==> config.mk <==
export PLATFORM = sky130hd
export DESIGN_NAME = controlador_ciclo
export DESIGN_NICKNAME = d
export VERILOG_FILES = /design/src/rtl/controlador_ciclo.sv
export SDC_FILE = /design/constraint.sdc
export NUM_CORES = 1
export LEC_CHECK = 0
export ABC_CLOCK_PERIOD_IN_PS = 2500
export BUFFER_PORTS_ARGS = -buffer_cell sky130_fd_sc_hd__buf_4
export CORE_MARGIN = 3
export CORE_UTILIZATION = 52
export DETAILED_ROUTE_END_ITERATION = 16
export GPL_TIMING_DRIVEN = 0
export PLACE_DENSITY = 0.76
export SYNTH_ARGS = -nofsm -noshare
export SYNTH_HDL_FRONTEND = slang
export SYNTH_SLANG_ARGS = --single-unit
==> constraint.sdc <==
create_clock -name i_clk -period 2.5 [get_ports i_clk]
set_clock_uncertainty 0.15 [all_clocks]
set_input_delay 0.5 -clock i_clk [delete_from_list [all_inputs] [get_ports i_clk]]
set_output_delay 0.5 -clock i_clk [all_outputs]
set_load 0.02 [all_outputs]
==> src/rtl/controlador_ciclo.sv <==
// Wash-cycle sequencer: fill, wash, rinse, spin, with door-open pause, cancel and fill timeout.
// Every output is registered and is computed from the next-state values, so it changes on the same edge as the phase.
module controlador_ciclo #(
   parameter int TICK_DIV     = 4,
   parameter int T_ENXAGUE    = 20,
   parameter int T_CENTRIF    = 30,
   parameter int T_ENCHER_MAX = 50
) (
   input  logic       i_clk,
   input  logic       i_reset,
   input  logic       i_start,
   input  logic       i_cancelar,
   input  logic       i_porta_fechada,
   input  logic       i_nivel_cheio,
   input  logic [7:0] i_duracao_lavagem,
   output logic       o_valvula_agua,
   output logic       o_motor_lavar,
   output logic       o_motor_centrif,
   output logic [2:0] o_fase,
   output logic [7:0] o_tempo_restante,
   output logic       o_pausado,
   output logic       o_fim_ciclo
);

   // state      | meaning
   // S_IDLE     | waiting for start with the door closed
   // S_ENCHER   | filling; valve open; fill timeout running
   // S_LAVAR    | washing for the latched duration
   // S_ENXAGUAR | rinsing
   // S_CENTRIF  | spinning
   // S_FIM      | one-cycle completion pulse
   // S_ERRO     | fill timeout; waits for cancelar
   typedef enum logic [2:0] {
      S_IDLE     = 3'd0,
      S_ENCHER   = 3'd1,
      S_LAVAR    = 3'd2,
      S_ENXAGUAR = 3'd3,
      S_CENTRIF  = 3'd4,
      S_FIM      = 3'd5,
      S_ERRO     = 3'd6
   } t_fase;

   localparam int             PW        = (TICK_DIV > 1) ? $clog2(TICK_DIV) : 1;
   localparam logic [PW-1:0]  PRESC_MAX = PW'(TICK_DIV - 1);
   localparam logic [7:0]     C_ENCHER  = 8'(T_ENCHER_MAX);
   localparam logic [7:0]     C_ENXAGUE = 8'(T_ENXAGUE);
   localparam logic [7:0]     C_CENTRIF = 8'(T_CENTRIF);

   t_fase         r_fase, w_fase;
   logic [PW-1:0] r_presc, w_presc;
   logic [7:0]    r_tempo, w_tempo;
   logic [7:0]    r_dur, w_dur;
   logic          r_pausado, w_pausado;
   logic          r_fim, w_fim;
   logic          r_valv, w_valv;
   logic          r_mlav, w_mlav;
   logic          r_mcen, w_mcen;
   logic          w_tick;
   logic          w_ativo;

   always_ff @(posedge i_clk) begin
      if (!i_reset) begin
         r_fase    <= S_IDLE;
         r_presc   <= '0;
         r_tempo   <= '0;
         r_dur     <= '0;
         r_pausado <= 1'b0;
         r_fim     <= 1'b0;
         r_valv    <= 1'b0;
         r_mlav    <= 1'b0;
         r_mcen    <= 1'b0;
      end else begin
         r_fase    <= w_fase;
         r_presc   <= w_presc;
         r_tempo   <= w_tempo;
         r_dur     <= w_dur;
         r_pausado <= w_pausado;
         r_fim     <= w_fim;
         r_valv    <= w_valv;
         r_mlav    <= w_mlav;
         r_mcen    <= w_mcen;
      end
   end

   always_comb begin
      w_fase    = r_fase;
      w_presc   = r_presc;
      w_tempo   = r_tempo;
      w_dur     = r_dur;
      w_pausado = 1'b0;
      w_tick    = (r_presc == PRESC_MAX);
      w_ativo   = (r_fase == S_ENCHER) || (r_fase == S_LAVAR) ||
                  (r_fase == S_ENXAGUAR) || (r_fase == S_CENTRIF);

      if (i_cancelar) begin
         w_fase  = S_IDLE;
         w_presc = '0;
         w_tempo = '0;
         w_dur   = '0;
      end else if (w_ativo && !i_porta_fechada) begin
         // door open: counters and phase frozen, only the pause flag changes
         w_pausado = 1'b1;
      end else begin
         unique case (r_fase)
            S_IDLE: begin
               if (i_start && i_porta_fechada) begin
                  w_fase  = S_ENCHER;
                  w_presc = '0;
                  w_tempo = C_ENCHER;
                  w_dur   = (i_duracao_lavagem == 8'd0) ? 8'd1 : i_duracao_lavagem;
               end
            end
            S_ENCHER: begin
               // level reached wins over a simultaneous timeout tick
               if (i_nivel_cheio) begin
                  w_fase  = S_LAVAR;
                  w_presc = '0;
                  w_tempo = r_dur;
               end else if (w_tick) begin
                  w_presc = '0;
                  if (r_tempo == 8'd1) begin
                     w_fase  = S_ERRO;
                     w_tempo = '0;
                  end else begin
                     w_tempo = r_tempo - 8'd1;
                  end
               end else begin
                  w_presc = r_presc + 1'b1;
               end
            end
            S_LAVAR, S_ENXAGUAR, S_CENTRIF: begin
               if (!w_tick) begin
                  w_presc = r_presc + 1'b1;
               end else begin
                  w_presc = '0;
                  if (r_tempo == 8'd1) begin
                     if (r_fase == S_LAVAR) begin
                        w_fase  = S_ENXAGUAR;
                        w_tempo = C_ENXAGUE;
                     end else if (r_fase == S_ENXAGUAR) begin
                        w_fase  = S_CENTRIF;
                        w_tempo = C_CENTRIF;
                     end else begin
                        w_fase  = S_FIM;
                        w_tempo = '0;
                     end
                  end else begin
                     w_tempo = r_tempo - 8'd1;
                  end
               end
            end
            S_FIM: begin
               w_fase = S_IDLE;
            end
            S_ERRO: begin
               w_fase = S_ERRO;
            end
            default: begin
               w_fase  = S_IDLE;
               w_presc = '0;
               w_tempo = '0;
            end
         endcase
      end

      w_valv = (w_fase == S_ENCHER) && !w_pausado;
      w_mlav = ((w_fase == S_LAVAR) || (w_fase == S_ENXAGUAR)) && !w_pausado;
      w_mcen = (w_fase == S_CENTRIF) && !w_pausado;
      w_fim  = (w_fase == S_FIM);
   end

   assign o_fase           = r_fase;
   assign o_tempo_restante = r_tempo;
   assign o_pausado        = r_pausado;
   assign o_fim_ciclo      = r_fim;
   assign o_valvula_agua   = r_valv;
   assign o_motor_lavar    = r_mlav;
   assign o_motor_centrif  = r_mcen;

endmodule

After elaboration in Yosys (flattened, before gate mapping)
Index checks and enable logic that the tools add are counted.
Word-level totals
  input port bits: 14
  word-level logic and storage cells: 76
  output and inout port bits: 16
  bits in registers: 26
Operators by class
  bitwise operators: 3
  $add $sub $neg: 2
  reduce and logical (&&, ||, !) cells: 19
  eq/ne operators: 16
  mux-type cells: 27
Operators by type and width (number)
  2-to-1 mux 8 bit: 7
  one-hot mux 8 bit (4 select lines): 1
  2-to-1 mux 3 bit: 9
  equality test 3 bit (second input constant): 5
  equality test 3 x 2 -> 1 bit (second input constant): 4
  one-hot mux 3 bit (4 select lines): 1
  2-to-1 mux 5 bit: 2
  equality test 8 x 1 -> 1 bit (second input constant): 1
  logical NOT 8 bit: 1
  one-hot mux 2 bit (4 select lines): 1
  subtractor 8 x 1 -> 8 bit (second input constant): 1
  equality test 3 x 1 -> 1 bit (second input constant): 2
  2-to-1 mux 2 bit: 3
  AND reduction 3 bit: 2
  logical AND 1 bit: 5
  AND reduction 5 bit: 1
  logical OR 1 bit: 4
  != test 2 bit (second input constant): 2
  OR reduction 2 bit: 2
  logical NOT 3 bit: 1
  2-to-1 mux 1 bit: 3
  != test 3 bit (second input constant): 1
  inverter 1 bit: 3
  OR reduction 3 bit: 1
  3 further kinds: 4

Logic depth before layout (Yosys ltp)
  depth after elaboration: 11
  mapped depth: 7
  depth with buffers taken out: 7

Least setup slack after synthesis
No wires, ideal clock.
  path kind: reg-to-reg
  start: reg r_tempo[0] (netlist: o_tempo_restante[0])
  end: reg r_tempo[1] (netlist: o_tempo_restante[1])
  arrival: 1842 ps
  cell stages (with the launch flop): 7
  required time: 2219 ps
  library setup time: 131 ps
  path slack: 378 ps
  path buffers: 0
  clock period less this slack: 2122 ps
  cells stage by stage: dfxtp_1 -> ha_1 -> nor4b_4 -> nand2_1 -> or2_2 -> a41oi_1 -> o22ai_1
On the way
  longest elaborated chain between the ends: 5
  elaborated cells between the ends (all ways): 8
  those cells by class: add/sub (1); eq/ne (1); mux (6)
Ends and longest elaborated chain
  start: declaration: RTL line 51  | logic [7:0] r_tempo, w_tempo;
  start signal: assignment: RTL line 75  | r_tempo <= w_tempo;
  subtractor 8 x 1 -> 8 bit / equality test 8 x 1 -> 1 bit (equally long branches)
  2-to-1 mux 8 bit: RTL line 121  | if (r_tempo == 8'd1) begin
  2-to-1 mux 8 bit: RTL line 119  | end else if (w_tick) begin
  2-to-1 mux 8 bit: RTL line 115  | if (i_nivel_cheio) begin
  one-hot mux 8 bit (4 select lines) *: RTL line 104  | unique case (r_fase)
Every way passes the cells marked *; elsewhere a longest branch is shown, timed or not. The select of a mux whose other input is x is not followed.
A chain may end at the register's enable or synchronous reset.

Final worst setup path
Same ends and word-level chain as after synthesis.

==> impl_results.md <==
- Clk Latency, worst-skew pair: 0.33 ns
- Period utilization: 0.9289
- Dominant synthesized flop cell: dfxtp_1
- CP peak stage delay: slightly below 0.5 ns
- Synth Area in Adders: 0.02358
- Slew HR: 0.6441
- # H-tree levels: 1
- # rows: 19
- Wire per inst: approximately 16 µm
- FMAX: ~0.43 GHz
- Non-filler cells, final: about 250
- Syn nets: roughly 210
- Ant diodes: 0
- CTS root buf: clkbuf_4
- Core area: 0.002829 mm²
- Status: finished, final reports clean
- Vias in the first global route: approximately 1400
- Largest net degree at the start of global routing: 15
- Largest family of logic cells by synthesized area: simple AND/OR/NAND/NOR gates
- RSZ-0062 raised after global routing: no
- Die area: around 0.0038 mm²
- Leakage: about 0.00079 µW
- Distinct cells, synth: 55
- Fin. max-slew vios: 0
- Synthesized cell area: between 0.0015 and 0.002 mm²
- Post-CTS setup buffers: 0
- HP Class: in2reg
- Fin. Hold Viols: 0
- IO Pins: 30
- 1st-pass router iterations: 4
- Worst-margin pin slew: between 0.5 and 0.6 ns
- GRT Total Usage: 0.2238
- Drt drc: 0
- Grt total ovfl: 0
- Initial antenna violation count: 0
- Hpwl dp: ~3 mm
- Area Overhead vs Synth: 17.92%
- Setup crit start kind: register
- Starting Density: 0.5626
- CTS sink cnt: 26
- Vias: 1586
- Nets: 238
- Vias per inst: between 6 and 7
- Worst-path cell chain: ha_1, nor4b_4, nand2_1, or2_2, a41oi_1, o22ai_1
- Yosys warns: 0
- Synthesis-stage register bit count: 26
- Mean Syn Cell Area: between 8 and 9 µm²
- Crit. End Element: register
- DRT iter0 DRCs: 92
- Routed WL: 3.905 mm
- Crit-path max FO: 8
- Die X: 61.32 µm
- Post-cts sizing count: 0
- Worst EP required: between 2 and 3 ns
- Max-cap viol count: 0
- Cells after DPL: 247
- Final setup viols: 0
- Max Root-Sink Buffers: 2
- Seq/Total Area, Yosys: 0.3270
- Port buffer count: 28
- Simple-gate portion of the synthesized area: 0.2956
- Clk pin slew, worst setup/hold paths: between 0.1 and 0.15 ns
- Routed Antenna Nets: 0
- Pwr Density: 403.1 mW/mm²
- Max IR drop VDD: 0.2505 mV
- Xor and xnor fraction of the mapped netlist area: 0.01101
- CTS tree: done
- Die Span Y: slightly above 60 µm
- Slowest cell on the critical path: dfxtp_1
- Async set or reset register ratio after synthesis: 0
- Synth Area in Compound Gates: 0.2586
- Gate Count Post-Synth: between 150 and 200
- Cts bufs inserted: 3
- Share of cells above drive strength 1: 0.2182
- Number of synthesized flops with an enable pin: 0
- Minimum clock period after layout: 2.322 ns
- CP Data Arrival Time: roughly 2.4 ns
- CTS Hold Bufs: 0
- Critical path type: reg2reg
- First-pass GRT wire length: about 6.4 mm
- Final setup TNS: 0 ns
- GP Congestion: between 0.9 and 1
- Mux share of post-synthesis cell area: 0.04403
==> cell usage in the layout (no fill, tap or decap), types with 6 or more instances in the layout <==
cell      count
buf_4        28
mux2i_1       7
nor3_1        7
nand2_1      12
o31ai_1       6
buf_2         6
nor2_1       19
dfxtp_1      26
nand2b_1      7
a21oi_1      11
==> cell type report <==
cell class | count | area, µm²
clock buffer | 4 | 36.28
multi-input combinational | 147 | 1007
sequential | 26 | 520.5
tap | 31 | 38.79
fill | 252 | 952.2
timing repair buffer | 28 | 210.2
inverter | 4 | 15.01
buffer | 11 | 48.80
==> metrics by stage <==
step           utilization  hold slack [ns]  power, µW  setup WS, ns  area (µm²)
3_5_place_dp        0.6506           0.3057      545.7        0.2141        1841
6_report            0.6634           0.2518      756.5        0.1778        1877
3_3_place_gp        0.6506           0.2960      541.9        0.2482        1841
4_1_cts             0.6634           0.2474      760.9        0.1895        1877
2_1_floorplan            -           0.2856      505.3        0.3777        1592
5_1_grt             0.6634           0.2549      790.6       0.01390        1877
==> metal layers <==
| layer | wire (µm) | GRT usage | vias to the layer above | part of all wire |
|---|---|---|---|---|
| li1 | - | - | 767 | - |
| met1 | 1662 | 0.3027 | 739 | 0.43 |
| met2 | 1876 | 0.3671 | 73 | 0.48 |
| met3 | 328 | 0.03983 | 7 | 0.084 |
| met4 | 37 | 0.05882 | 0 | 0.0095 |
| met5 | 0 | 0 | - | 0 |
==> worst max-delay path, delay by kind of cell (launching register included) <==
family                     cells  cell delay (ns)
and+or+nand+nor                3             1.01
DFF                            1             0.49
AOI/OAI and AO/OA              2             0.32
adders and majority gates      1             0.24
==> report_power, final <==
part / switching, µW / internal [µW] / leakage [µW] / total [µW]
registers: 5.18 / 421 / 0.000210 / 426
clock network: 130 / 89.2 / 0.0000210 / 219
logic: 62.6 / 48.7 / 0.000562 / 111
total: 198 / 559 / 0.000793 / 756
==> final timing paths <==
path | endpoint | slack, ns | startpoint | cells past startpoint
worst max-delay path | o_tempo_restante[1] | 0.18 | o_tempo_restante[0] | 6
worst max register to register | o_tempo_restante[1] | 0.18 | o_tempo_restante[0] | 6
worst min-delay path | o_fase[0] | 0.25 | i_reset | 2
worst min register to register | r_presc[1] | 0.32 | r_presc[1] | 2
==> cells in the mapped netlist (3+ instances only) <==
library cell | count | area, µm²
a21o_1 | 5 | 37.54
a21oi_1 | 11 | 55.05
a22o_1 | 4 | 35.03
a31oi_1 | 4 | 25.02
and2_1 | 5 | 31.28
buf_2 | 6 | 30.03
clkbuf_1 | 3 | 11.26
dfxtp_1 | 26 | 520.5
ha_1 | 3 | 37.54
inv_1 | 4 | 15.01
mux2i_1 | 7 | 70.07
nand2_1 | 12 | 45.04
nand2b_1 | 7 | 43.79
nand3_1 | 5 | 25.02
nor2_1 | 19 | 71.32
nor2b_1 | 5 | 31.28
nor3_1 | 7 | 35.03
nor4b_1 | 3 | 26.28
o31ai_1 | 6 | 45.04
==> flip-flops by register name, summed over array words and instances, names as in the netlist <==
name and flops:
o_fim_ciclo 1, o_motor_lavar 1, r_dur 8, o_valvula_agua 1, o_tempo_restante 8, r_presc 2
o_fase 3, o_motor_centrif 1, o_pausado 1
==> kinds of logic after synthesis <==
family	after synthesis
and+or+nand+nor	79
AOI/OAI and AO/OA	56
DFF	26
buffers and inverters	15
muxes	7
adders and majority gates	3
xor gates and xnor gates	2
(Power assumes the default switching activity.)
